**config.mk**
```make
export PLATFORM = sky130hd
export DESIGN_NAME = reg_writeback
export DESIGN_NICKNAME = d
export VERILOG_FILES = /design/src/rtl/reg_writeback.sv
export SDC_FILE = /design/constraint.sdc
export NUM_CORES = 1
export LEC_CHECK = 0
export ABC_AREA = 1
export BUFFER_PORTS_ARGS = -buffer_cell sky130_fd_sc_hd__buf_2
export CORE_MARGIN = 2
export CORE_UTILIZATION = 56
export DETAILED_ROUTE_END_ITERATION = 10
export PLACE_DENSITY = 0.79
export SYNTH_ARGS = -nofsm -noshare
export SYNTH_HDL_FRONTEND = slang
export SYNTH_SLANG_ARGS = --single-unit
```
**constraint.sdc**
```tcl
create_clock -name clk -period 2.95 [get_ports clk]
set_input_delay 0.59 -clock clk [delete_from_list [all_inputs] [get_ports clk]]
set_output_delay 0.59 -clock clk [all_outputs]
set_load 0.1 [all_outputs]
```
**src/rtl/reg_writeback.sv**
```systemverilog
// ---------------------------------------------------------------------------
// reg_writeback
//
// Register-file write-back arbiter. ALU results are always accepted and win
// the single write port. Load results are queued in a small FIFO and written
// in arrival order whenever the ALU is idle. A per-register scoreboard
// (pending) tracks loads that have been issued but not yet written back.
//
// Ports
//   clk, reset               rising-edge clock, synchronous active-high reset
//   alu_valid/alu_rd/alu_data ALU result, no backpressure
//   mem_valid/mem_ready       load result handshake (ready = buffer not full)
//   mem_rd/mem_data           load result destination and data
//   pend_set/pend_rd          load issued: mark destination pending
//   reg_write/addr/write_reg  registered register-file write port
//   pending                   one bit per register, set while a load is out
//   fifo_count                number of buffered load results
// ---------------------------------------------------------------------------
module reg_writeback #(
  parameter int DEPTH = 4
) (
  input  logic                     clk,
  input  logic                     reset,
  input  logic                     alu_valid,
  input  logic [4:0]               alu_rd,
  input  logic [31:0]              alu_data,
  input  logic                     mem_valid,
  output logic                     mem_ready,
  input  logic [4:0]               mem_rd,
  input  logic [31:0]              mem_data,
  input  logic                     pend_set,
  input  logic [4:0]               pend_rd,
  output logic                     reg_write,
  output logic [4:0]               addr,
  output logic [31:0]              write_reg,
  output logic [31:0]              pending,
  output logic [$clog2(DEPTH):0]   fifo_count
);

  localparam int PW = $clog2(DEPTH);
  localparam int CW = PW + 1;

  // Load-result storage; pointers wrap naturally because DEPTH is 2**PW.
  logic [4:0]    rd_mem   [DEPTH];
  logic [31:0]   data_mem [DEPTH];
  logic [PW-1:0] wr_ptr;
  logic [PW-1:0] rd_ptr;

  logic          push;
  logic          pop;
  logic [4:0]    head_rd;
  logic [31:0]   head_data;
  logic          sel_valid;
  logic [4:0]    sel_rd;
  logic [31:0]   sel_data;
  logic [31:0]   pend_next;

  assign mem_ready = (fifo_count != CW'(DEPTH));

  // NOTE: every signal gets a value at the top of the block so no path
  // leaves one unassigned, which would otherwise infer a latch.
  always_comb begin
    push      = mem_valid && mem_ready;
    // The buffer is only drained when the ALU leaves the port free; a load
    // accepted this cycle is not visible at the head until the next one.
    pop       = !alu_valid && (fifo_count != '0);
    head_rd   = rd_mem[rd_ptr];
    head_data = data_mem[rd_ptr];

    sel_valid = alu_valid || pop;
    sel_rd    = alu_valid ? alu_rd   : head_rd;
    sel_data  = alu_valid ? alu_data : head_data;

    // Clear first, then set, so a same-cycle set on the same bit wins.
    pend_next = pending;
    if (pop)
      pend_next[head_rd] = 1'b0;
    if (pend_set)
      pend_next[pend_rd] = 1'b1;
    pend_next[0] = 1'b0;
  end

  // NOTE: state registers use non-blocking assignments so every flop samples
  // the pre-edge values regardless of statement order.
  always_ff @(posedge clk) begin
    if (reset) begin
      reg_write  <= 1'b0;
      addr       <= '0;
      write_reg  <= '0;
      pending    <= '0;
      fifo_count <= '0;
      wr_ptr     <= '0;
      rd_ptr     <= '0;
    end else begin
      // A selected rd=0 still consumes its slot but never writes x0.
      reg_write <= sel_valid && (sel_rd != 5'd0);
      if (sel_valid) begin
        addr      <= sel_rd;
        write_reg <= sel_data;
      end

      pending <= pend_next;

      if (push)
        wr_ptr <= wr_ptr + PW'(1);
      if (pop)
        rd_ptr <= rd_ptr + PW'(1);

      case ({push, pop})
        2'b10:   fifo_count <= fifo_count + CW'(1);
        2'b01:   fifo_count <= fifo_count - CW'(1);
        default: fifo_count <= fifo_count;
      endcase
    end
  end

  // NOTE: the storage array has no reset; entries are only ever read behind
  // the pointers, and resetting the pointers discards them.
  always_ff @(posedge clk) begin
    if (push) begin
      rd_mem[wr_ptr]   <= mem_rd;
      data_mem[wr_ptr] <= mem_data;
    end
  end

endmodule

```
## Yosys cells after proc, flatten, opt, wreduce, memory -nomap -nowiden

Memory sizes are Yosys's and may differ from the RTL's. A register that Yosys moved wholly into a read port is not among the register bits.
Cells that the tools add are included.

| storage, ports and cells | value |
|---|---|
| register bits after elaboration | 77 |
| latch bits | 0 |
| bits in writable memories | 148 |
| ROM bits | 0 |
| bits of input ports | 84 |
| output and inout bits | 74 |
| word-level logic and storage cells | 49 |
| memories | 2 |

Memories:

| memory | depth | width | rd ports | clocked after Yosys merged registers in | wr ports | line | source |
|---|---|---|---|---|---|---|---|
| data_mem | 4 | 32 | 1 | 1 | 1 | 45 | `logic [31:0] data_mem [DEPTH];` |
| rd_mem | 4 | 5 | 1 | 1 | 1 | 44 | `logic [4:0] rd_mem [DEPTH];` |

| operators by class | value |
|---|---|
| $add $sub $neg | 4 |
| multipliers | 0 |
| divide/modulo/power cells | 0 |
| order comparisons | 4 |
| equal/unequal tests | 3 |
| shift-type cells | 0 |
| muxes and demuxes | 15 |
| bitwise operators | 3 |
| reductions and logical operators | 10 |

Operator list:

| kind | count |
|---|---|
| $mux 32 | 3 |
| $and 32x32->32 | 1 |
| $not 32->32 | 1 |
| $or 32x32->32 | 1 |
| $lt 5x6->1 const B | 2 |
| $demux 1 s5 | 2 |
| $ge 5x1->1 const B | 2 |
| $mux 2 | 4 |
| $pmux 3 s2 | 1 |
| $logic_and 1x1->1 | 5 |
| $mux 5 | 1 |
| $reduce_bool 5->1 | 1 |
| $add 2x1->2 const B | 2 |
| $mux 1 | 4 |
| $add 3x1->3 const B | 1 |
| $ne 3x3->1 const B | 1 |
| $reduce_bool 3->1 | 1 |
| $sub 3x1->3 const B | 1 |
| $eq 2x1->1 const B | 1 |
| $eq 2x2->1 const B | 1 |
| $reduce_bool 2->1 | 1 |
| $logic_not 1->1 | 1 |
| $logic_or 1x1->1 | 1 |

## Depth between registers and ports, before layout

Gate-level depths: netlist (run 1).

| depth | value |
|---|---|
| word-level depth | 9 |
| gate-level depth with buffers | 11 |
| depth with buffers taken out | 10 |

## Worst setup path before layout (run 1)

Ideal clock, no wire load.

| timing path | value |
|---|---|
| path kind | flip-flop to flip-flop |
| start | register fifo_count[0] |
| end | memory data_mem[0][0] (enable) |
| library setup time | 0.431 ns |
| arrival | 3.862 ns |
| data required time | 2.519 ns |
| path slack | -1.344 ns |
| stages on the path, launching flop included | 5 |
| buffers on the path | 0 |
| period minus slack after synthesis | 4.294 ns |
| cells stage by stage | dfxtp_1 nor2_1 nand2_1 nand2_1 nor2_1 |

| on the way | value |
|---|---|
| word-level cells in the longest chain between the ends | 4 |

RTL lines:

| what | line | source |
|---|---|---|
| from (decl) | 37 | `output logic [$clog2(DEPTH):0] fifo_count` |
| from (signal assigned) | 110 | `2'b10: fifo_count <= fifo_count + CW'(1);` |
| from (signal assigned) | 111 | `2'b01: fifo_count <= fifo_count - CW'(1);` |
| from (signal assigned) | 112 | `default: fifo_count <= fifo_count;` |
| $ne 3x3->1 | 58 | `assign mem_ready = (fifo_count != CW'(DEPTH));` |
| via mem_ready | 28 | `output logic mem_ready,` |
| $logic_and 1x1->1 | 63 | `push = mem_valid && mem_ready;` |
| $mux 1 | 120 | `if (push) begin` |
| $mux 1 (not written as such) | 122 | `data_mem[wr_ptr] <= mem_data;` |
| to (decl) | 45 |  |

The timed path passes the listed nets, and every way through them passes these cells.

## Final worst setup path (run 1)

| timing path | value |
|---|---|
| start | register fifo_count[0] |
| end | register fifo_count[2] |

| on the way | value |
|---|---|
| word-level cells in the longest chain between the ends | 4 |
| elaborated cells on any way between the ends | 10 |
| those cells by class | add/sub (2); eq/ne (3); mux (1); reduce/logical (4) |

RTL lines:

| what | line | source |
|---|---|---|
| $ne 3x3->1 or $reduce_bool 3->1 (tied branches) | 58, 66 |  |
| $logic_and 1x1->1, on equally long branches | 63, 66 |  |
| $eq 2x1->1 or $eq 2x2->1 (tied branches) | 109 | `case ({push, pop})` |
| $pmux 3 s2 or $reduce_bool 2->1 (tied branches) | n/a |  |

Several ways; a longest one is shown, not always the timed one.
A chain may end at the register's enable or synchronous reset.

==> results.sh, run 1 <==
export IMPL_ff2ff_setup_slack_ns=0.57
export IMPL_final_area_um2=10770
export IMPL_area_growth_pct=19.82
export IMPL_post_cts_buffers=0
export IMPL_layout_commonest_cell="nand2_1"
export IMPL_netlist_area_um2=8987
export IMPL_worst_ep_arrival_time_ns=2.76
export IMPL_path_class="reg -> reg"
export IMPL_drv_cap=0
export IMPL_p_leak_nw=4.156
export IMPL_path_clk_slew_ns=0.06
export IMPL_dr_pass1_iters=5
export IMPL_synth_fp_nets=944
export IMPL_hold_class="in -> reg"
export IMPL_antenna_found_initial=1
export IMPL_ys_types=30
export IMPL_largest_reg_flops=128
export IMPL_gp_congestion=0.7906
export IMPL_ff2ff_path_depth=10
export IMPL_htreeDepth=1
export IMPL_die_x_um=130.7
export IMPL_hold_viol_final=0
export IMPL_routed_wl_um=21200
export IMPL_min_from="mem_data[3]"
export IMPL_timing_rr_start="fifo_count[0]"
export IMPL_cp_start_kind="flip-flop"
export IMPL_intPower_w=0.006146
export IMPL_tightest_slew_ns=1.008
export IMPL_ys_ff_latch=226
export IMPL_grt_pass1_vias=6524
export IMPL_seq_area_frac_synth=0.6682
export IMPL_num_rows=46
export IMPL_final_cell_mix="nand2_1 (199), buf_2 (156), edfxtp_1 (148)"
export IMPL_grt_pass1_wl_um=32930
export IMPL_p_seq_frac=0.386
export IMPL_r2r_end="fifo_count[2]"
export IMPL_antenna_diode_count=0
export IMPL_pin_count=158
export IMPL_slew_headroom=0.3231
export IMPL_setup_violations=0
export IMPL_hold_end="data_mem[1][3]"
export IMPL_fillers=1219
export IMPL_ir_drop_uv=922.0
export IMPL_min_period_ns=2.384
export IMPL_cp_slowest_cell="nand2_1"
export IMPL_path_buf_inv=1
export IMPL_drive_gt1_frac=0.2412
export IMPL_synth_warnings=0
export IMPL_slowest_delay_ns=0.41
export IMPL_tritoncts="built"
export IMPL_crit_family="simple AND/OR/NAND/NOR gates"
export IMPL_drtAntennaViolNets=0
export IMPL_cp_cell_sequence="nor2_1 -> nand2_2 -> nand2_1 -> ha_1 -> inv_1 -> fa_1 -> a21oi_1 -> o21ai_0 -> o21ai_0 -> a21oi_1"
export IMPL_worstPathMaxFanout=9
export IMPL_switching_share=0.4006
export IMPL_postCtsHoldBufs=0
export IMPL_syn_instance_count=854
export IMPL_drt_initial_drc_count=592
export IMPL_vias=6850
export IMPL_post_route_period_util=0.8080
export IMPL_worstPathRequired_ns=3.33
export IMPL_cts_path_max_buffers=3
export IMPL_place_detailed_hpwl_um=13490
export IMPL_wl_per_cell_um=17.10
export IMPL_grt_setup_unrepaired="false"
export IMPL_via_per_inst=5.524
export IMPL_clkSinkCount=226
export IMPL_clock_skew_ns=0.01136
export IMPL_grt_max_degree=76
export IMPL_combPwrFrac=0.340
export IMPL_clk_latency_ns=0.51
export IMPL_placed_area_um2=10040
export IMPL_outcome="finished clean"
export IMPL_grt_overflow_total=0
export IMPL_numCtsBuffers=23
export IMPL_fmax_ghz=0.4195
export IMPL_pwr_share_clk=0.275
export IMPL_port_buffer_count=156
export IMPL_drv_slew=0
export IMPL_setup_slack_ns=0.5664
export IMPL_powerDensity_nw_per_um2=952.2
export IMPL_die_area_um2=17080
export IMPL_dpl_worst_slack_ns=0.6218
export IMPL_ctsRootBufferMaster="clkbuf_16"
export IMPL_die_h_um=130.7
export IMPL_cts_resized=0
export IMPL_core_area_um2=15770
export IMPL_start_util=0.5699
export IMPL_finalSetupTns_ns=0
export IMPL_worst_setup_path_end_kind="flip-flop"
export IMPL_layout_nets=1098
export IMPL_grt_util_all_layers=0.2497
export IMPL_whs_path_depth=1
export IMPL_p_sw_w=0.004108
export IMPL_synth_area_per_cell_um2=10.52
export IMPL_drc=0
logic make-up after synthesis:
family	count (synthesis)	synth area share
other	1	0.0004173
DFF	226	0.6682
and+or+nand+nor	325	0.1506
adders and majority gates	6	0.009188
AOI/OAI and AO/OA	217	0.1316
buffers and inverters	79	0.03995
power groups by stage:
stage	registers (W)	clock network, W	logic (W)
after floorplan	0.00542	0	0.00137
after global placement	0.00401	0	0.00341
after detailed placement	0.00401	0	0.00348
after CTS	0.00396	0.00284	0.00349
after global routing	0.00399	0.00298	0.00371
final	0.00396	0.00282	0.00348
cells in the mapped netlist:
cell | n | area share
nand3_1 | 13 | 0.0072
a21oi_2 | 1 | 0.00097
buf_6 | 3 | 0.0038
fa_1 | 1 | 0.0022
and3_1 | 1 | 0.00070
a21oi_1 | 40 | 0.022
nand2_4 | 2 | 0.0025
o22ai_1 | 32 | 0.022
o211ai_1 | 4 | 0.0033
nor2_2 | 7 | 0.0049
a31oi_1 | 32 | 0.022
nand2_1 | 200 | 0.084
buf_2 | 24 | 0.013
edfxtp_1 | 148 | 0.49
inv_1 | 26 | 0.011
inv_4 | 1 | 0.00070
nand3_2 | 2 | 0.0022
o21ai_0 | 107 | 0.060
ha_1 | 5 | 0.0070
or2_2 | 1 | 0.00070
buf_4 | 2 | 0.0017
clkbuf_1 | 20 | 0.0084
dfxtp_1 | 78 | 0.17
inv_2 | 3 | 0.0013
nor3_1 | 12 | 0.0067
nor2_4 | 4 | 0.0050
conb_1 | 1 | 0.00042
nor2_1 | 74 | 0.031
o21bai_1 | 1 | 0.00084
nand2_2 | 9 | 0.0063
through the flow:
step / util / std cells / hold slack [ns] / total power (W)
2_1_floorplan: - / 854 / 0.4819 / 0.006788
3_3_place_gp: 0.6366 / 1199 / 0.4458 / 0.007418
3_5_place_dp: 0.6366 / 1199 / 0.4533 / 0.007491
4_1_cts: 0.6829 / 1240 / 0.2929 / 0.01029
5_1_grt: 0.6829 / 1240 / 0.2962 / 0.01068
6_report: 0.6829 / 1240 / 0.3038 / 0.01025
final cells by class:
type | instances | area, um^2 | share of cell area
multi-input cells | 549 | 2660 | 0.2470
clock inverters | 6 | 78.83 | 0.007320
clock buffers | 35 | 650.6 | 0.06042
inverters | 30 | 115.1 | 0.01069
flip-flops and latches | 226 | 6011 | 0.5581
repair buffers | 178 | 983.4 | 0.09132
well taps | 216 | 270.3 | 0.02510
worst max-delay path by stage:
stage	slack, ns	startpoint	cells after the start	to
final	0.57	fifo_count[0]	10	fifo_count[2]
after global routing	0.26	fifo_count[0]	10	fifo_count[2]
after CTS	0.61	fifo_count[0]	10	fifo_count[2]
after detailed placement	0.62	fifo_count[0]	10	fifo_count[2]
after global placement	0.63	mem_valid	9	fifo_count[2]
after floorplan	0.15	fifo_count[0]	10	fifo_count[2]
metal layers:
layer  vias up  part of all wire  track usage
met5         -                 0            0
met4         0             0.027      0.09262
met3        37             0.086      0.05171
met2       299              0.49       0.4308
met1      3219              0.40       0.3134
li1       3295                 -            -
Power figures use the tool's default switching activity.
==> run 2: changes to the inputs <==
==> constraint.sdc (replaced) <==
create_clock -name clk -period 2.3 [get_ports clk]
set_input_delay 0.46 -clock clk [delete_from_list [all_inputs] [get_ports clk]]
set_output_delay 0.46 -clock clk [all_outputs]
set_load 0.1 [all_outputs]
==> run 2 against run 1 <==
  * Via count fell by 0.51%
  * Clock power rose by 26%
  * Critical path type unchanged
  * Core utilization rose by 0.13 points
  * Global-route usage rose by 0.10 points
  * Maximum frequency rose by 17%
  * Critical path depth did not move
  * Worst hold slack got worse by 0.13 ns
==> results.sh, run 2 (synthesized netlist as in run 1, its figures left out) <==
export IMPL_critPathLaunch="fifo_count[0]"
export IMPL_post_cts_buffers=0
export IMPL_final_cells=1241
export IMPL_final_cell_mix="nand2_1 (198), buf_2 (156), edfxtp_1 (148)"
export IMPL_start_util=0.5699
export IMPL_cts_path_max_buffers=3
export IMPL_drv_slew=0
export IMPL_drt_initial_drc_count=575
export IMPL_numCtsBuffers=22
export IMPL_port_buffer_count=156
export IMPL_p_leak_nw=4.174
export IMPL_post_route_period_util=0.8862
export IMPL_clkSinkCount=226
export IMPL_layout_commonest_cell="nand2_1"
export IMPL_grt_setup_unrepaired="false"
export IMPL_setup_violations=0
export IMPL_path_clk_slew_ns=0.07
export IMPL_layout_nets=1099
export IMPL_path_class="reg -> reg"
export IMPL_hold_viol_final=0
export IMPL_area_growth_pct=20.06
export IMPL_setup_slack_ns=0.2618
export IMPL_grt_overflow_total=0
export IMPL_wl_per_cell_um=17.08
export IMPL_via_per_inst=5.492
export IMPL_ff2ff_setup_slack_ns=0.26
export IMPL_grt_pass1_wl_um=33240
export IMPL_gp_congestion=0.8017
export IMPL_worst_ep_arrival_time_ns=2.42
export IMPL_antenna_diode_count=0
export IMPL_ir_drop_uv=1203
export IMPL_htreeDepth=1
export IMPL_outcome="finished clean"
export IMPL_power_total_w=0.01315
export IMPL_worst_setup_path_end_kind="flip-flop"
export IMPL_core_area_um2=15770
export IMPL_pin_count=158
export IMPL_clock_skew_ns=0.007902
export IMPL_cp_start_kind="flip-flop"
export IMPL_ff2ff_path_depth=10
export IMPL_die_h_um=130.7
export IMPL_worstPathRequired_ns=2.68
export IMPL_dpl_worst_slack_ns=0.2835
export IMPL_worstPathMaxFanout=9
export IMPL_powerDensity_nw_per_um2=1219
export IMPL_dr_pass1_iters=5
export IMPL_die_x_um=130.7
export IMPL_die_area_um2=17080
export IMPL_slew_headroom=0.6478
export IMPL_fmax_ghz=0.4906
export IMPL_grt_max_degree=45
export IMPL_timing_rr_start="fifo_count[0]"
export IMPL_num_rows=46
export IMPL_grt_util_all_layers=0.2508
export IMPL_vias=6815
export IMPL_place_detailed_hpwl_um=13480
export IMPL_drv_cap=0
export IMPL_drc=0
export IMPL_fillers=1210
export IMPL_ctsRootBufferMaster="clkbuf_16"
export IMPL_clk_latency_ns=0.50
export IMPL_min_period_ns=2.038
export IMPL_finalSetupTns_ns=0
export IMPL_hold_class="in -> reg"
export IMPL_postCtsHoldBufs=0
export IMPL_routed_wl_um=21200
export IMPL_drtAntennaViolNets=0
export IMPL_tightest_slew_ns=0.5319
export IMPL_cts_resized=0
export IMPL_tritoncts="built"
export IMPL_grt_pass1_vias=6666
export IMPL_drive_gt1_frac=0.2439
export IMPL_r2r_end="fifo_count[2]"
export IMPL_placedCellCount=1201
export IMPL_antenna_found_initial=1
export IMPL_critical_path_endpoint="fifo_count[2]"
export IMPL_largest_reg_flops=128
run 2: metrics by stage:
step | cell area, um^2 | utilization | hold WS [ns]
3_3_place_gp | 10080 | 0.6390 | 0.4451
6_report | 10790 | 0.6842 | 0.1716
3_5_place_dp | 10080 | 0.6390 | 0.4515
2_1_floorplan | 9046 | - | 0.4819
4_1_cts | 10790 | 0.6842 | 0.1581
5_1_grt | 10790 | 0.6842 | 0.1608
run 2: report_power, final:
part           switching, W  internal, W
clock network       0.00141      0.00213
logic               0.00362     0.000882
registers          0.000236      0.00487
run 2: final cells by class:
cell class | instances | area, um^2 | share of cell area
Multi-Input combinational cell | 549 | 2680 | 0.2484
Inverter | 30 | 115.1 | 0.01067
Clock inverter | 4 | 68.82 | 0.006378
Tap cell | 216 | 270.3 | 0.02505
Sequential cell | 226 | 6013 | 0.5573
Timing Repair Buffer | 180 | 998.5 | 0.09253
Clock buffer | 36 | 644.4 | 0.05972
run 2: how the worst min path moves through the flow:
stage                      endpoint  cells after the start  slack, ns          from
finish              data_mem[2][24]                      1       0.17  mem_data[24]
global placement        pending[14]                      2       0.45   pending[14]
global route         data_mem[0][5]                      1       0.16   mem_data[5]
detailed placement       pending[6]                      2       0.45    pending[6]
floorplan                 flip-flop                      2       0.48     rd_ptr[0]
CTS                    rd_mem[0][0]                      1       0.16     mem_rd[0]
run 2: per-layer routing:
metal / up-vias / GRT usage / wire (um)
li1: 3302 / - / -
met1: 3246 / 0.3344 / 8988
met2: 236 / 0.4265 / 10420
met3: 29 / 0.04805 / 1430
met4: 2 / 0.06696 / 344
met5: - / 0 / 13
run 2: worst max-delay path, stage by stage, from the launching register on:
cell	delay, ns
dfxtp_2	0.34
nor2_4	0.19
nand2_4	0.08
nand2_4	0.16
ha_1	0.18
inv_1	0.07
fa_1	0.38
a21oi_1	0.15
o21ai_0	0.13
o21ai_0	0.19
a21oi_1	0.05
